<file path="config.mk">
export PLATFORM = sky130hd
export DESIGN_NAME = speck_round_key_buffer
export DESIGN_NICKNAME = d
export VERILOG_FILES = /design/src/rtl/speck_pkg.sv /design/src/rtl/speck_key_step.sv /design/src/rtl/speck_round_key_buffer.sv
export SDC_FILE = /design/constraint.sdc
export NUM_CORES = 2
export LEC_CHECK = 0
export CAP_MARGIN = 20
export CORE_MARGIN = 2
export CORE_UTILIZATION = 56
export CTS_CLUSTER_SIZE = 10
export DETAILED_ROUTE_END_ITERATION = 7
export PLACE_DENSITY = 0.76
export SETUP_SLACK_MARGIN = 0.15
export SYNTH_ARGS = -nofsm -noshare
export SYNTH_HDL_FRONTEND = slang
export SYNTH_SLANG_ARGS = --single-unit
</file>
<file path="constraint.sdc">
create_clock -name clk -period 5.2 [get_ports clk]
set_clock_uncertainty 0.2 [all_clocks]
set_input_delay 1.04 -clock clk [delete_from_list [all_inputs] [get_ports clk]]
set_output_delay 1.04 -clock clk [all_outputs]
set_load 0.01 [all_outputs]
</file>
<file path="src/rtl/speck_pkg.sv">
// speck_pkg: shared SPECK128/128 key-schedule constants and FSM encoding
package speck_pkg;
  localparam int WORD_W    = 64;
  localparam int KEY_W     = 2 * WORD_W;
  localparam int NR_ROUNDS = 32;
  localparam int ALPHA     = 8;
  localparam int BETA      = 3;
  typedef enum logic [1:0] {IDLE, EXPAND, LOADED, STREAM} state_e;
endpackage

</file>
<file path="src/rtl/speck_key_step.sv">
// speck_key_step: one combinational SPECK key-schedule step (k, l, i) -> (k', l')
module speck_key_step
  import speck_pkg::*;
#(
  parameter int W  = WORD_W,
  parameter int IW = 5
) (
  input  logic [W-1:0]  k_i,
  input  logic [W-1:0]  l_i,
  input  logic [IW-1:0] i_i,
  output logic [W-1:0]  k_o,
  output logic [W-1:0]  l_o
);
  assign l_o = (k_i + {l_i[ALPHA-1:0], l_i[W-1:ALPHA]}) ^ W'(i_i);
  assign k_o = {k_i[W-BETA-1:0], k_i[W-1:W-BETA]} ^ l_o;
endmodule

</file>
<file path="src/rtl/speck_round_key_buffer.sv">
// speck_round_key_buffer: expands a SPECK128/128 key into a round-key file and streams it forward or reverse
module speck_round_key_buffer #(
  parameter int NR_ROUNDS = 32,
  parameter int WORD_W    = 64,
  parameter int IDX_W     = 5
) (
  input  logic                  clk,
  input  logic                  rst_n,
  input  logic [2*WORD_W-1:0]   key_in,
  input  logic                  key_in_valid,
  output logic                  key_in_ready,
  input  logic                  stream_req,
  input  logic                  stream_dir,
  output logic                  keys_valid,
  output logic                  busy,
  output logic [WORD_W-1:0]     rk_data,
  output logic [IDX_W-1:0]      rk_idx,
  output logic                  rk_valid,
  input  logic                  rk_ready,
  output logic                  rk_last
);
  import speck_pkg::*;
  state_e              state_q;
  logic [WORD_W-1:0]   rf_q [NR_ROUNDS];
  logic [WORD_W-1:0]   k_q, l_q, k_d, l_d, rk_data_q;
  logic [IDX_W-1:0]    i_q, rk_idx_q, nxt_idx, start_idx;
  logic                dir_q, rk_last_q, load;
  localparam logic [IDX_W-1:0] LAST_IDX = IDX_W'(NR_ROUNDS - 1);
  assign load      = (state_q == IDLE || state_q == LOADED) && key_in_valid;
  assign start_idx = stream_dir ? LAST_IDX : '0;
  assign nxt_idx   = dir_q ? rk_idx_q - 1'b1 : rk_idx_q + 1'b1;
  speck_key_step #(.W(WORD_W), .IW(IDX_W)) u_step (
    .k_i(k_q),
    .l_i(l_q),
    .i_i(i_q),
    .k_o(k_d),
    .l_o(l_d)
  );
  // round-key file: k0 written on load, k_{i+1} written on every expansion step
  always_ff @(posedge clk)
    if (load) rf_q[0] <= key_in[WORD_W-1:0];
    else if (state_q == EXPAND) rf_q[i_q + 1'b1] <= k_d;
  // control FSM with registered stream beat (data, index, last flag)
  always_ff @(posedge clk or negedge rst_n)
    if (!rst_n) begin
      state_q   <= IDLE;
      k_q       <= '0;
      l_q       <= '0;
      i_q       <= '0;
      dir_q     <= 1'b0;
      rk_data_q <= '0;
      rk_idx_q  <= '0;
      rk_last_q <= 1'b0;
    end else if (load) begin
      state_q <= EXPAND;
      k_q     <= key_in[WORD_W-1:0];
      l_q     <= key_in[2*WORD_W-1:WORD_W];
      i_q     <= '0;
    end else if (state_q == EXPAND) begin
      k_q <= k_d;
      l_q <= l_d;
      i_q <= i_q + 1'b1;
      if (i_q == IDX_W'(NR_ROUNDS - 2)) state_q <= LOADED;
    end else if (state_q == LOADED && stream_req) begin
      state_q   <= STREAM;
      dir_q     <= stream_dir;
      rk_idx_q  <= start_idx;
      rk_data_q <= rf_q[start_idx];
      rk_last_q <= stream_dir ? start_idx == '0 : start_idx == LAST_IDX;
    end else if (state_q == STREAM && rk_ready) begin
      if (rk_last_q) begin
        state_q   <= LOADED;
        rk_data_q <= '0;
        rk_idx_q  <= '0;
        rk_last_q <= 1'b0;
      end else begin
        rk_idx_q  <= nxt_idx;
        rk_data_q <= rf_q[nxt_idx];
        rk_last_q <= dir_q ? nxt_idx == '0 : nxt_idx == LAST_IDX;
      end
    end
  assign key_in_ready = state_q == IDLE || state_q == LOADED;
  assign busy         = state_q == EXPAND || state_q == STREAM;
  assign keys_valid   = state_q == LOADED || state_q == STREAM;
  assign rk_valid     = state_q == STREAM;
  assign rk_data      = rk_data_q;
  assign rk_idx       = rk_idx_q;
  assign rk_last      = rk_last_q;
endmodule
</file>
**After elaboration in Yosys (flattened, before gate mapping)**

Memory sizes are Yosys's and may differ from the RTL's.
Index checks and enable logic that the tools add are counted.

- Add/subtract/negate cells: 4
- Equal/unequal tests: 7
- Mux-type cells: 33
- Bitwise gates (word level): 4
- Reductions and logical operators: 17

Operators by type and width:

| kind | count |
|---|---|
| $mux 64 | 8 |
| $add 64x64->64 | 1 |
| $reduce_or 64->1 | 1 |
| $xor 64x5->64 | 1 |
| $xor 64x64->64 | 1 |
| $mux 5 | 8 |
| $eq 5x5->1 const B | 3 |
| $mux 2 | 6 |
| $mux 1 | 11 |
| $add 5x1->5 const B | 2 |
| $logic_not 5->1 | 2 |
| $reduce_and 3->1 | 3 |
| $reduce_bool 4->1 | 2 |
| $sub 5x1->5 const B | 1 |
| $eq 2x2->1 const B | 2 |
| $reduce_bool 2->1 | 2 |
| $logic_and 1x1->1 | 3 |
| $logic_or 1x1->1 | 3 |
| $ne 3x2->1 const B | 1 |
| $eq 2x1->1 const B | 1 |
| $logic_not 2->1 | 1 |
| $not 1->1 | 2 |

- Bits in registers: 206
- Bits in writable memories: 2,048
- Bits of input ports: 134
- Output and inout port bits: 74
- Logic and storage cells: 74
- Memories kept: 1

Memories:

| memory | words | width | read ports | clocked after Yosys merged registers in | wr ports | RTL line | text |
|---|---|---|---|---|---|---|---|
| rf_q | 32 | 64 | 2 | 0 | 1 | speck_round_key_buffer.sv:24 | `logic [WORD_W-1:0] rf_q [NR_ROUNDS];` |

**Depth between registers and ports, before layout**

- Depth in word-level cells: 7
- Mapped depth: 13
- Gate-level depth less buffers: 13

**Cells and area by module**

A second synthesis with hierarchy kept.

- Cell total of the unflattened synthesis: 5,604
- Area total of the unflattened synthesis: 95,278.9 µm²

Modules (own cells, without submodules):

| module | instances | cells an instance | area each (µm²) | sequential area each (µm²) |
|---|---|---|---|---|
| speck_round_key_buffer | 1 | 4,909 | 90,330.4 | 66,653.9 |
| speck_key_step | 1 | 695 | 4,948.5 | 0.0 |

**Worst setup path after synthesis**

No wires, ideal clock.

- Path kind: input to register
- From: input key_in_valid
- To: memory rf_q[20][0] (enable)
- Library setup time: 0.487 ns
- Arrival: 4.733 ns
- Data required time: 4.513 ns
- Slack: -0.220 ns
- Stages on the path: 6
- Buffers on the path: 3
- Path through: clkbuf_1 nor2b_1 clkbuf_1 clkbuf_1 a31oi_1 nor2_1

- Word-level cells in the longest chain between the ends: 5
- Elaborated cells on any way between the ends: 8
- Classes of those cells: mux (6); reduce/logical (2)

RTL lines:

| element | RTL line | text |
|---|---|---|
| start: declaration | speck_round_key_buffer.sv:10 | `input logic key_in_valid,` |
| $logic_and 1x1->1 (*) | speck_round_key_buffer.sv:29 | `assign load = (state_q == IDLE \|\| state_q == LOADED) && key_in_valid;` |
| $mux 1 | speck_round_key_buffer.sv:41 | `if (load) rf_q[0] <= key_in[WORD_W-1:0];` |
| $mux 1 (implied by the code) | speck_round_key_buffer.sv:42 | `else if (state_q == EXPAND) rf_q[i_q + 1'b1] <= k_d;` |
| $reduce_or 64->1 (no line) | - |  |
| $mux 5 (no line) / $mux 1 (equally long branches) | - |  |
| end: declaration | speck_round_key_buffer.sv:24 |  |

Mark *: on every way between the ends. The rest lies on a longest branch, timed or not.

**Final worst setup path**

- From: register k_q[0]
- To: memory rf_q[7][48] (data pin)

- Word-level cells in the longest chain between the ends: 4

RTL lines:

| element | RTL line | text |
|---|---|---|
| start: declaration | speck_round_key_buffer.sv:25 | `logic [WORD_W-1:0] k_q, l_q, k_d, l_d, rk_data_q;` |
| start signal: assignment | speck_round_key_buffer.sv:56 | `k_q <= key_in[WORD_W-1:0];` |
| start signal: assignment | speck_round_key_buffer.sv:60 | `k_q <= k_d;` |
| $add 64x64->64 | speck_key_step.sv:14 | `assign l_o = (k_i + {l_i[ALPHA-1:0], l_i[W-1:ALPHA]}) ^ W'(i_i);` |
| $xor 64x5->64 | speck_key_step.sv:14 |  |
| $xor 64x64->64 | speck_key_step.sv:15 | `assign k_o = {k_i[W-BETA-1:0], k_i[W-1:W-BETA]} ^ l_o;` |
| $mux 64 (no line) | - |  |

No other way between the ends.

==> flow_summary.json <==
{
  "portBuffers": 207,
  "vias": 52200,
  "whs_ps": 274,
  "core_area_sq_um": 165000,
  "firstDrtPassIters": 6,
  "yosysTopAreaCellShare_pct": 66.4,
  "path_class": "reg2reg",
  "dieArea_sq_um": 169000,
  "yosysMostFrequentCell": "edfxtp_1",
  "period_share_pct": 85.0,
  "ios": 208,
  "antenna_found_initial": 24,
  "grtUsageTotal_pct": 31.7,
  "cts_buffers": 278,
  "grt_pass1_vias": 52700,
  "synth_area_sq_um": 92600,
  "synthFlopType": "edfxtp_1",
  "yosysTopAreaCell": "edfxtp_1",
  "hold_viol_final": 0,
  "slowest_delay_ps": 670,
  "synth-async-reset-ratio_pct": 9.14,
  "required_ps": 5600,
  "clockRootBuffer": "clkbuf_16",
  "cpMostUsedCell": "xnor2_1",
  "final_nets": 5361,
  "insertion_delay_ps": 930,
  "cts_setup_buffers": 0,
  "wl_um": 266000,
  "final_layout_size_suffix_gt1_share_pct": 23.6,
  "chipWidth_um": 411,
  "crit_chain": "ha_1 > inv_1 > fa_1 > nor2b_1 > o2111ai_1 > a21oi_1 > o21ai_1 > o311a_1 > nor4b_1 > nor3_1 > xnor2_1 > xnor2_1 > o21ai_2 > buf_4",
  "synth_nets": 4976,
  "yosysWarnings": 0,
  "start_kind": "flop",
  "ys_top_cells_by_area": "edfxtp_1 66%, mux4_2 16%, dfrtp_1 5.6%",
  "overflow": 0,
  "rows": 149,
  "slew_headroom_pct": 19.4,
  "grt_max_degree": 180,
  "gp_congestion": 0.979,
  "path_clk_slew_ps": 60,
  "area_growth_pct": 15.3,
  "die-height_um": 411,
  "drt_iter0_drc": 7549,
  "synth_area_per_cell_sq_um": 19.4,
  "synth_cells": 4770,
  "status": "finished, final reports clean",
  "ys_ff_latch": 2254,
  "synth.distinct_cells": 73,
  "cts_buffer_depth": 4,
  "hold_path.class": "reg2reg",
  "fmax_mhz": 226,
  "clock-sinks": 2254,
  "slew_violations": 0,
  "post_cts_resized": 0,
  "worst_setup_path_end_kind": "flop",
  "drc_errors": 0,
  "htree_levels": 5,
  "worstPathMaxFanout": 32,
  "wire_per_inst_um": 35.5,
  "holdBufCountCts": 1,
  "tightest_slew_ps": 1210,
  "antenna_left": 0,
  "finalCriticalPeriod_ps": 4420,
  "ys_seq_area_share_pct": 72.0,
  "rsz0062_at_grt": "false",
  "finalSetupViolations": 0,
  "crit_arrival_ps": 4820,
  "maxCapViolCount": 0,
  "slowest_stage": "nor4b_1",
  "dp_hpwl_um": 137000,
  "start_util_pct": 56.3,
  "via_per_inst": 6.97,
  "synth_edf_count": 2048,
  "grt_first_pass_wirelength_um": 379000,
  "synth_top_cells_by_count": "2,048 x edfxtp_1, 640 x mux4_2, 321 x nand2_1",
  "cts_tree": "built"
}
==> final timing paths <==
check | slack (ps) | cells past startpoint | from | to
min in group asynchronous | 510 | 2 | rst_n | k_q[52]
setup reg to reg | 780 | 14 | k_q[0] | rf_q[7][48]
hold / removal | 270 | 2 | rk_data[4] | rk_data[4]
setup / recovery | 780 | 14 | k_q[0] | rf_q[7][48]
hold reg to reg | 270 | 2 | rk_data[4] | rk_data[4]
max in group asynchronous | 3110 | 3 | rst_n | k_q[15]
==> per-layer routing <==
layer  vias up  routed length (um)  track usage (%)
li1      20300                   -                -
met1     27100               96000             44.1
met2      4117              126000             49.0
met3       661               32900             7.63
met4         4               11000             12.9
met5         -                  21                0
==> state kept, by name, summed over array words and instances, names as in the netlist <==
name / count
rf_q: 2048
rk_idx: 5
rk_last: 1
l_q: 64
k_q: 64
i_q: 5
rk_data: 64
dir_q: 1
state_q: 2
==> layout by cell type, fill, tap and decap left out, types with 6 or more instances in the layout <==
cell	count
a21o_1	36
a21oi_1	90
a221o_1	12
a22oi_1	101
and3_1	10
buf_12	56
buf_4	119
buf_8	7
clkbuf_1	110
clkbuf_16	288
clkdlybuf4s50_1	205
dfrtp_1	205
diode_2	14
edfxtp_1	2048
ha_1	70
inv_1	22
mux2_2	9
mux2i_1	136
mux4_2	640
nand2_1	319
nand3_1	15
nand4_1	28
nor2_1	95
nor2_2	7
nor2_4	34
nor2b_1	8
nor3_1	23
o211ai_1	6
o21a_1	20
o21ai_0	168
o21ai_1	12
o21ai_2	49
o21bai_1	16
o22a_1	64
o22ai_1	9
o31ai_1	6
or3_1	8
xnor2_1	91
xor2_1	35
==> worst max-delay path, delay by kind of cell, from the launching register on <==
family,cells,cell delay [ps]
adders and majority gates,2,610
xor gates and xnor gates,2,470
AOI/OAI and AO/OA,5,1130
buffers and inverters,2,320
and+or+nand+nor,3,990
DFF,1,390
==> layout make-up <==
cell class / count / area (sq um)
Antenna cell: 14 / 35.0
Clock buffer: 397 / 7590
Clock inverter: 11 / 164
Fill cell: 10400 / 57900
Inverter: 23 / 86.3
Multi-Input combinational cell: 2207 / 25200
Sequential cell: 2254 / 66700
Tap cell: 2189 / 2740
Timing Repair Buffer: 391 / 4250
==> through the flow <==
stage / utilization [%] / std cells / setup TNS, ps / worst slack, ps / instance area (sq um)
2_1_floorplan: - / 4770 / -111510 / -220 / 92600
3_3_place_gp: 60.0 / 7052 / 0 / 804 / 98800
3_5_place_dp: 60.0 / 7054 / 0 / 703 / 98800
4_1_cts: 64.7 / 7463 / 0 / 656 / 107000
5_1_grt: 64.9 / 7484 / 0 / 538 / 107000
6_report: 64.9 / 7486 / 0 / 782 / 107000
==> cell families (layout without fill, tap and decap cells) <==
logic type | after synthesis | in the layout | synth area share (%)
XOR/XNOR | 138 | 138 | 1.42
flip-flops | 2254 | 2254 | 72.0
other | 0 | 14 | 0
adder cells (fa/ha/maj) | 72 | 72 | 0.989
AND/OR/NAND/NOR | 569 | 569 | 2.57
AO/OA/AOI/OAI | 642 | 642 | 4.56
multiplexers | 786 | 786 | 17.2
buffers and inverters | 309 | 822 | 1.34
Power is left out: the tool's default activity adds up to more than one toggle a clock period on the data nets, which glitch-free logic cannot reach.
